===== config.mk =====
export PLATFORM = sky130hd
export DESIGN_NAME = uart_tx_frame
export DESIGN_NICKNAME = d
export VERILOG_FILES = /design/src/rtl/uart_tx_frame.sv
export SDC_FILE = /design/constraint.sdc
export NUM_CORES = 1
export LEC_CHECK = 0
export BUFFER_PORTS_ARGS = -buffer_cell sky130_fd_sc_hd__buf_2
export CAP_MARGIN = 40
export CORE_ASPECT_RATIO = 1.5
export CORE_MARGIN = 10
export CORE_UTILIZATION = 40
export DETAILED_ROUTE_END_ITERATION = 10
export GPL_TIMING_DRIVEN = 0
export MAX_ROUTING_LAYER = met4
export PLACE_DENSITY = 0.57
export SYNTH_ARGS = -nofsm -noshare
export SYNTH_HDL_FRONTEND = slang
export SYNTH_SLANG_ARGS = --single-unit

===== constraint.sdc =====
create_clock -name clk -period 5.47 [get_ports clk]
set_clock_uncertainty 0.2 [all_clocks]
set_input_delay 1.641 -clock clk [delete_from_list [all_inputs] [get_ports clk]]
set_output_delay 1.641 -clock clk [all_outputs]
set_load 0.005 [all_outputs]

===== src/rtl/uart_tx_frame.sv =====
// UART transmitter with a valid/ready input, 5..8 data bits, optional odd/even
// parity and 1 or 2 stop bits. Every output is a flop; tx idles high.
module uart_tx_frame #(
  parameter int CLK_FREQ  = 50_000_000,
  parameter int BAUD      = 115200,
  parameter int DATA_BITS = 8,
  parameter int PARITY    = 0,
  parameter int STOP_BITS = 1
) (
  input  logic       clk,
  input  logic       rst,
  input  logic [7:0] tx_data,
  input  logic       tx_valid,
  output logic       tx_ready,
  output logic       tx,
  output logic       tx_busy,
  output logic       tx_done
);
  localparam int CLKS_PER_BIT = CLK_FREQ / BAUD;
  localparam int CW = (CLKS_PER_BIT > 1) ? $clog2(CLKS_PER_BIT) : 1;
  localparam logic [CW-1:0] BAUD_LAST = CW'(CLKS_PER_BIT - 1);
  localparam logic [2:0] DATA_LAST = 3'(DATA_BITS - 1);
  localparam logic [2:0] STOP_LAST = 3'(STOP_BITS - 1);
  localparam bit HAS_PAR = (PARITY == 1) || (PARITY == 2);
  localparam bit ODD_PAR = (PARITY == 1);
  localparam logic [7:0] DMASK = 8'((16'd1 << DATA_BITS) - 16'd1);

  if (DATA_BITS < 5 || DATA_BITS > 8) begin : g_bad_data_bits
    $error("uart_tx_frame: DATA_BITS must be 5..8");
  end
  if (STOP_BITS < 1 || STOP_BITS > 2) begin : g_bad_stop_bits
    $error("uart_tx_frame: STOP_BITS must be 1 or 2");
  end
  if (CLKS_PER_BIT < 2) begin : g_bad_baud
    $error("uart_tx_frame: CLK_FREQ / BAUD must be at least 2");
  end

  typedef enum logic [2:0] {S_IDLE, S_START, S_DATA, S_PARITY, S_STOP} state_t;

  state_t          state_q, state_n;
  logic [CW-1:0]   baud_q, baud_n;
  logic [2:0]      bitc_q, bitc_n;
  logic [7:0]      shift_q, shift_n;
  logic            par_q, par_n;
  logic            tx_n, ready_n, busy_n, done_n;
  logic            bit_end;
  logic [7:0]      data_in;

  assign data_in = tx_data & DMASK;
  assign bit_end = (baud_q == BAUD_LAST);

  always_ff @(posedge clk or posedge rst) begin
    if (rst) begin
      state_q  <= S_IDLE;
      baud_q   <= '0;
      bitc_q   <= '0;
      shift_q  <= '0;
      par_q    <= 1'b0;
      tx       <= 1'b1;
      tx_ready <= 1'b1;
      tx_busy  <= 1'b0;
      tx_done  <= 1'b0;
    end else begin
      state_q  <= state_n;
      baud_q   <= baud_n;
      bitc_q   <= bitc_n;
      shift_q  <= shift_n;
      par_q    <= par_n;
      tx       <= tx_n;
      tx_ready <= ready_n;
      tx_busy  <= busy_n;
      tx_done  <= done_n;
    end
  end

  // tx is registered, so each transition loads the level of the bit that starts next
  always_comb begin
    state_n = state_q;
    baud_n  = baud_q;
    bitc_n  = bitc_q;
    shift_n = shift_q;
    par_n   = par_q;
    tx_n    = tx;
    ready_n = tx_ready;
    busy_n  = tx_busy;
    done_n  = 1'b0;
    if (state_q != S_IDLE) baud_n = bit_end ? '0 : baud_q + 1'b1;
    unique case (state_q)
      S_IDLE: begin
        tx_n = 1'b1;
        if (tx_valid && tx_ready) begin
          shift_n = data_in;
          par_n   = ODD_PAR ? ~^data_in : ^data_in;
          state_n = S_START;
          baud_n  = '0;
          bitc_n  = '0;
          tx_n    = 1'b0;
          ready_n = 1'b0;
          busy_n  = 1'b1;
        end
      end
      S_START: begin
        if (bit_end) begin
          state_n = S_DATA;
          tx_n    = shift_q[0];
          shift_n = shift_q >> 1;
        end
      end
      S_DATA: begin
        if (bit_end) begin
          if (bitc_q == DATA_LAST) begin
            bitc_n = '0;
            if (HAS_PAR) begin
              state_n = S_PARITY;
              tx_n    = par_q;
            end else begin
              state_n = S_STOP;
              tx_n    = 1'b1;
            end
          end else begin
            bitc_n  = bitc_q + 3'd1;
            tx_n    = shift_q[0];
            shift_n = shift_q >> 1;
          end
        end
      end
      S_PARITY: begin
        if (bit_end) begin
          state_n = S_STOP;
          tx_n    = 1'b1;
        end
      end
      S_STOP: begin
        if (bit_end) begin
          if (bitc_q == STOP_LAST) begin
            state_n = S_IDLE;
            bitc_n  = '0;
            ready_n = 1'b1;
            busy_n  = 1'b0;
            done_n  = 1'b1;
          end else begin
            bitc_n = bitc_q + 3'd1;
          end
        end
      end
      default: begin
        state_n = S_IDLE;
        baud_n  = '0;
        bitc_n  = '0;
        tx_n    = 1'b1;
        ready_n = 1'b1;
        busy_n  = 1'b0;
      end
    endcase
  end

endmodule


# Word-level counts from Yosys, hierarchy flattened
# Cells that the tools add are included.
# classes
bitwise	3
n_addsub	2
n_reduce_logical	13
n_mux	40
n_eq_ne	14
# op_table
cell	n
3-bit 2-to-1 mux	12
8-bit 2-to-1 mux	4
9-bit 2-to-1 mux	3
8-bit one-hot mux with 3 select lines	1
9-bit one-hot mux with 2 select lines	1
2-bit inequality test (second input constant)	8
3-bit one-hot mux with 5 select lines	1
1-bit 2-to-1 mux	14
3-bit one-hot mux with 4 select lines	1
4-bit AND reduction	3
9-bit by 1-bit adder with 9-bit output (second input constant)	1
9-bit equality test (second input constant)	1
7-bit AND reduction	1
3-bit by 2-bit equality test with 1-bit output (second input constant)	2
3-bit equality test (second input constant)	2
3-bit logical NOT	2
1-bit one-hot mux with 3 select lines	2
3-bit nonzero test	2
1-bit one-hot mux with 5 select lines	1
5-bit AND reduction	1
4-bit OR reduction	1
3-bit by 1-bit adder with 3-bit output (second input constant)	1
3-bit by 1-bit equality test with 1-bit output (second input constant)	1
1-bit NOT	3
3 further kinds	3
# word_totals
ff_bits	27
out_inout_bits	4
inputBits	11
word_cells	80

# Longest topological paths before layout
# depth
ltp_word	5
depth_mapped	7
depth_no_buf	6

# Worst setup path after synthesis
# OpenSTA, ideal clock, no wires.
# synth_timing
kind	in2reg
from	input tx_valid
to	register shift_q[7]
arrival_time_ns	2.584
setup_ns	0.128
cell_stages	4
required_ns	5.142
n_path_buf	0
setup_slack_ns	2.559
cell_sequence	a211oi_1 nor3_4 nand2_1 mux2_1
# synth_between
elab_chain_len	3
# synth_rtl
element	line	source
from (decl)	13	input logic tx_valid,
1-bit logical AND	91	if (tx_valid && tx_ready) begin
2-bit inequality test (no line)	n/a	
5-bit AND reduction (no line)	n/a	
to (signal assigned)	67	shift_q <= shift_n;
to (decl)	43	logic [7:0] shift_q, shift_n;
# Every way passes these cells.
# A chain may end at the register's enable or synchronous reset.

# Worst setup path after layout
# Ends and elaborated chain as after synthesis.

==> impl_metrics.json <==
{
  "run_status": "completed",
  "wire_length_of_the_first_global_routing_pass_microns": 5730,
  "cts_max_path_buffers": 2,
  "synth_top_cells_by_area": "dfrtp_1 (40%), mux2i_1 (5.7%), ha_1 (4.0%)",
  "ys_seq_area_frac": 0.431,
  "final_core_utilization": 0.469,
  "syn-instance-count": 152,
  "overall_track_demand_over_capacity_in_global_routing": 0.0974,
  "yosys_register_bits": 27,
  "tritoncts": "done",
  "min_period_over_period": 0.538,
  "r2r_start": "bitc_q[0]",
  "clock_latency_ns": 0.28,
  "timing.hold.worst.start": "shift_q[7]",
  "synth_common_cells": "dfrtp_1 (25), nor2_1 (14), a21oi_1 (11)",
  "worst_reg2reg_setup_slack_ns": 3.35,
  "regToRegEndpoint": "shift_q[7]",
  "clockPowerShare": 0.358,
  "synthesis.nets": 168,
  "hold_violations": 0,
  "route.detailed.drc": 0,
  "grt_antenna_before_repair": 0,
  "fillers": 354,
  "crit_start": "tx_valid",
  "synth_async_sr_flop_share": 1.00,
  "worstSetupStartpointType": "input pin",
  "slew_violations": 0,
  "worst-setup-path-type": "input pin to register",
  "switching_share": 0.219,
  "internal_power_mw": 0.256,
  "slew_headroom": 0.570,
  "most_frequent_cell_after_synthesis": "dfrtp_1",
  "post-cts-setup-buffers": 0,
  "clk_pin_slew_ns": 0.10,
  "required_ns": 5.44,
  "antenna_violating_nets_post_route": 0,
  "holdPathEnd": "shift_q[7]",
  "totalNegativeSetupSlack_ns": 0,
  "antennaDiodeCount": 0,
  "die_height_microns": 96.8,
  "first_iter_violations": 40,
  "vias_per_cell": 5.59,
  "area_of_the_core_sq_um": 3750,
  "timing.max_cap.violations": 0,
  "dp.cells": 210,
  "pwr_density_cell_nw_per_um2": 186,
  "final_period_demand_of_the_worst_path_ns": 2.94,
  "h-tree-depth": 1,
  "dr_total_vias": 1196,
  "grt_setup_unrepaired": "no",
  "timing.final.ws_setup_ns": 2.53,
  "critical_path_peak_fanout": 5,
  "synth_top_area_cell": "dfrtp_1",
  "final_layout_size_suffix_gt1_frac": 0.216,
  "p_seq_frac": 0.609,
  "number_of_synthesized_flops_with_an_enable_pin": 0,
  "root_buffer": "clkbuf_8",
  "worst_slew_pin_slew_ns": 0.641,
  "worst_ep_arrival_time_ns": 2.91,
  "worstHoldPathCells": 1,
  "yosysTopAreaCellShare": 0.398,
  "hpwlAfterDp_microns": 2460,
  "dp_slack_ns": 2.24,
  "finalWirelength_microns": 3260,
  "comb_power_share": 0.033,
  "most_used_flip_flop_cell_after_synthesis": "dfrtp_1",
  "cts_buffers": 3,
  "num_rows": 27,
  "layoutNonFillerInstCount": 214,
  "dieArea_sq_um": 6890,
  "vdd_drop_max_mv": 0.183,
  "detail_route.first_pass.iterations": 4,
  "num-nets-final": 188,
  "multi_input_area_sq_um": 812,
  "worstRegToRegCells": 6,
  "cts_resized": 0,
  "grt_pass1_vias": 1214,
  "power.switching_mw": 0.0716,
  "postCtsHoldBufs": 0,
  "worst_hold_path_type": "register to register",
  "design.portCount": 15,
  "die-width_microns": 71.2,
  "maximum_number_of_pins_on_one_net_before_global_route_repair": 17,
  "synth.yosys.warnings": 0,
  "areaGrowthSynthToFinish_pct": 11.9,
  "grt-ovfl-total": 0,
  "initial_utilization": 0.419,
  "tritoncts_num_sinks": 27,
  "postSynthAreaPerCell_sq_um": 10.3,
  "endpoint_kind": "register",
  "avgRoutedWirePerCell_microns": 15.2,
  "synth.lib_cells_used.distinct": 48,
  "power.leakage_nw": 0.735,
  "timing.final.setup_violations": 0,
  "regArea_sq_um": 678,
  "placer_congestion": 0.823,
  "synthesis.area_sq_um": 1570,
  "buffer_ports.inserted": 14,
  "fmax_mhz": 340
}
-- placed cells by master, fill, tap and decap left out, types with 5 or more instances in the layout --
cell type,count
nor2_1,14
buf_2,14
mux2i_1,9
a21oi_1,11
dfrtp_1,25
inv_1,8
a31oi_1,7
nand2_1,7
xnor2_1,7
ha_1,5
-- power by group through the flow --
| stage | registers, mW | clock network [mW] | logic [mW] |
|---|---|---|---|
| 5_1_grt | 0.200 | 0.128 | 0.0125 |
| 6_report | 0.200 | 0.117 | 0.0108 |
| 2_1_floorplan | 0.203 | 0 | 0.00472 |
| 3_5_place_dp | 0.203 | 0 | 0.0113 |
| 3_3_place_gp | 0.203 | 0 | 0.00982 |
| 4_1_cts | 0.200 | 0.121 | 0.0113 |
-- sequential cells by signal (all words and copies together), names as in the netlist --
register  cells
state_q       3
tx            1
bitc_q        3
shift_q       8
tx_ready      1
tx_done       1
baud_q        9
tx_busy       1
-- worst max-delay path by stage --
stage                     cells after the start  slack (ns)         end
after CTS                                     5        2.53  shift_q[7]
after global placement                        5        2.22  shift_q[7]
after global routing                          5        2.46  shift_q[7]
final                                         5        2.53  shift_q[7]
after floorplan                               4        2.56  shift_q[7]
after detailed placement                      5        2.24  shift_q[7]
-- per-layer routing --
| layer | vias to the layer above | global-route usage | part of all wire |
|---|---|---|---|
| met3 | 2 | 0.0204 | 0.032 |
| met4 | 0 | 0.0223 | 0.0068 |
| met5 | - | - | 0 |
| li1 | 585 | - | - |
| met2 | 21 | 0.161 | 0.51 |
| met1 | 588 | 0.116 | 0.45 |
-- stage by stage --
step / hold slack, ns / total power [mW] / cell area (sq um)
finish: 0.324 / 0.327 / 1760
global route: 0.337 / 0.340 / 1760
CTS: 0.324 / 0.332 / 1760
detailed placement: 0.300 / 0.215 / 1710
global placement: 0.278 / 0.213 / 1700
floorplan: 0.264 / 0.208 / 1570
-- final cells by class --
type | count | area share
buffer | 7 | 0.0299
sequential | 27 | 0.385
tap | 43 | 0.0306
clock inverter | 1 | 0.00426
timing repair buffer | 15 | 0.0483
multi-input combinational | 110 | 0.461
clock buffer | 3 | 0.0235
inverter | 8 | 0.0171
-- kinds of logic (layout without fill, tap and decap cells) --
kind of cell | after synthesis | after routing | share of synthesized area
simple gates | 45 | 45 | 0.175
xor+xnor | 9 | 9 | 0.0501
flops | 27 | 27 | 0.431
mux | 12 | 12 | 0.0788
buf+inv | 15 | 34 | 0.0525
fa+ha+maj | 5 | 5 | 0.0398
compound gates | 39 | 39 | 0.173
-- critical path, cell delays in order --
cell	delay, ns
buf_2	0.13
a211oi_1	0.58
nor3_4	0.10
nand2_1	0.14
mux2_1	0.33
Power figures use the tool's default switching activity.
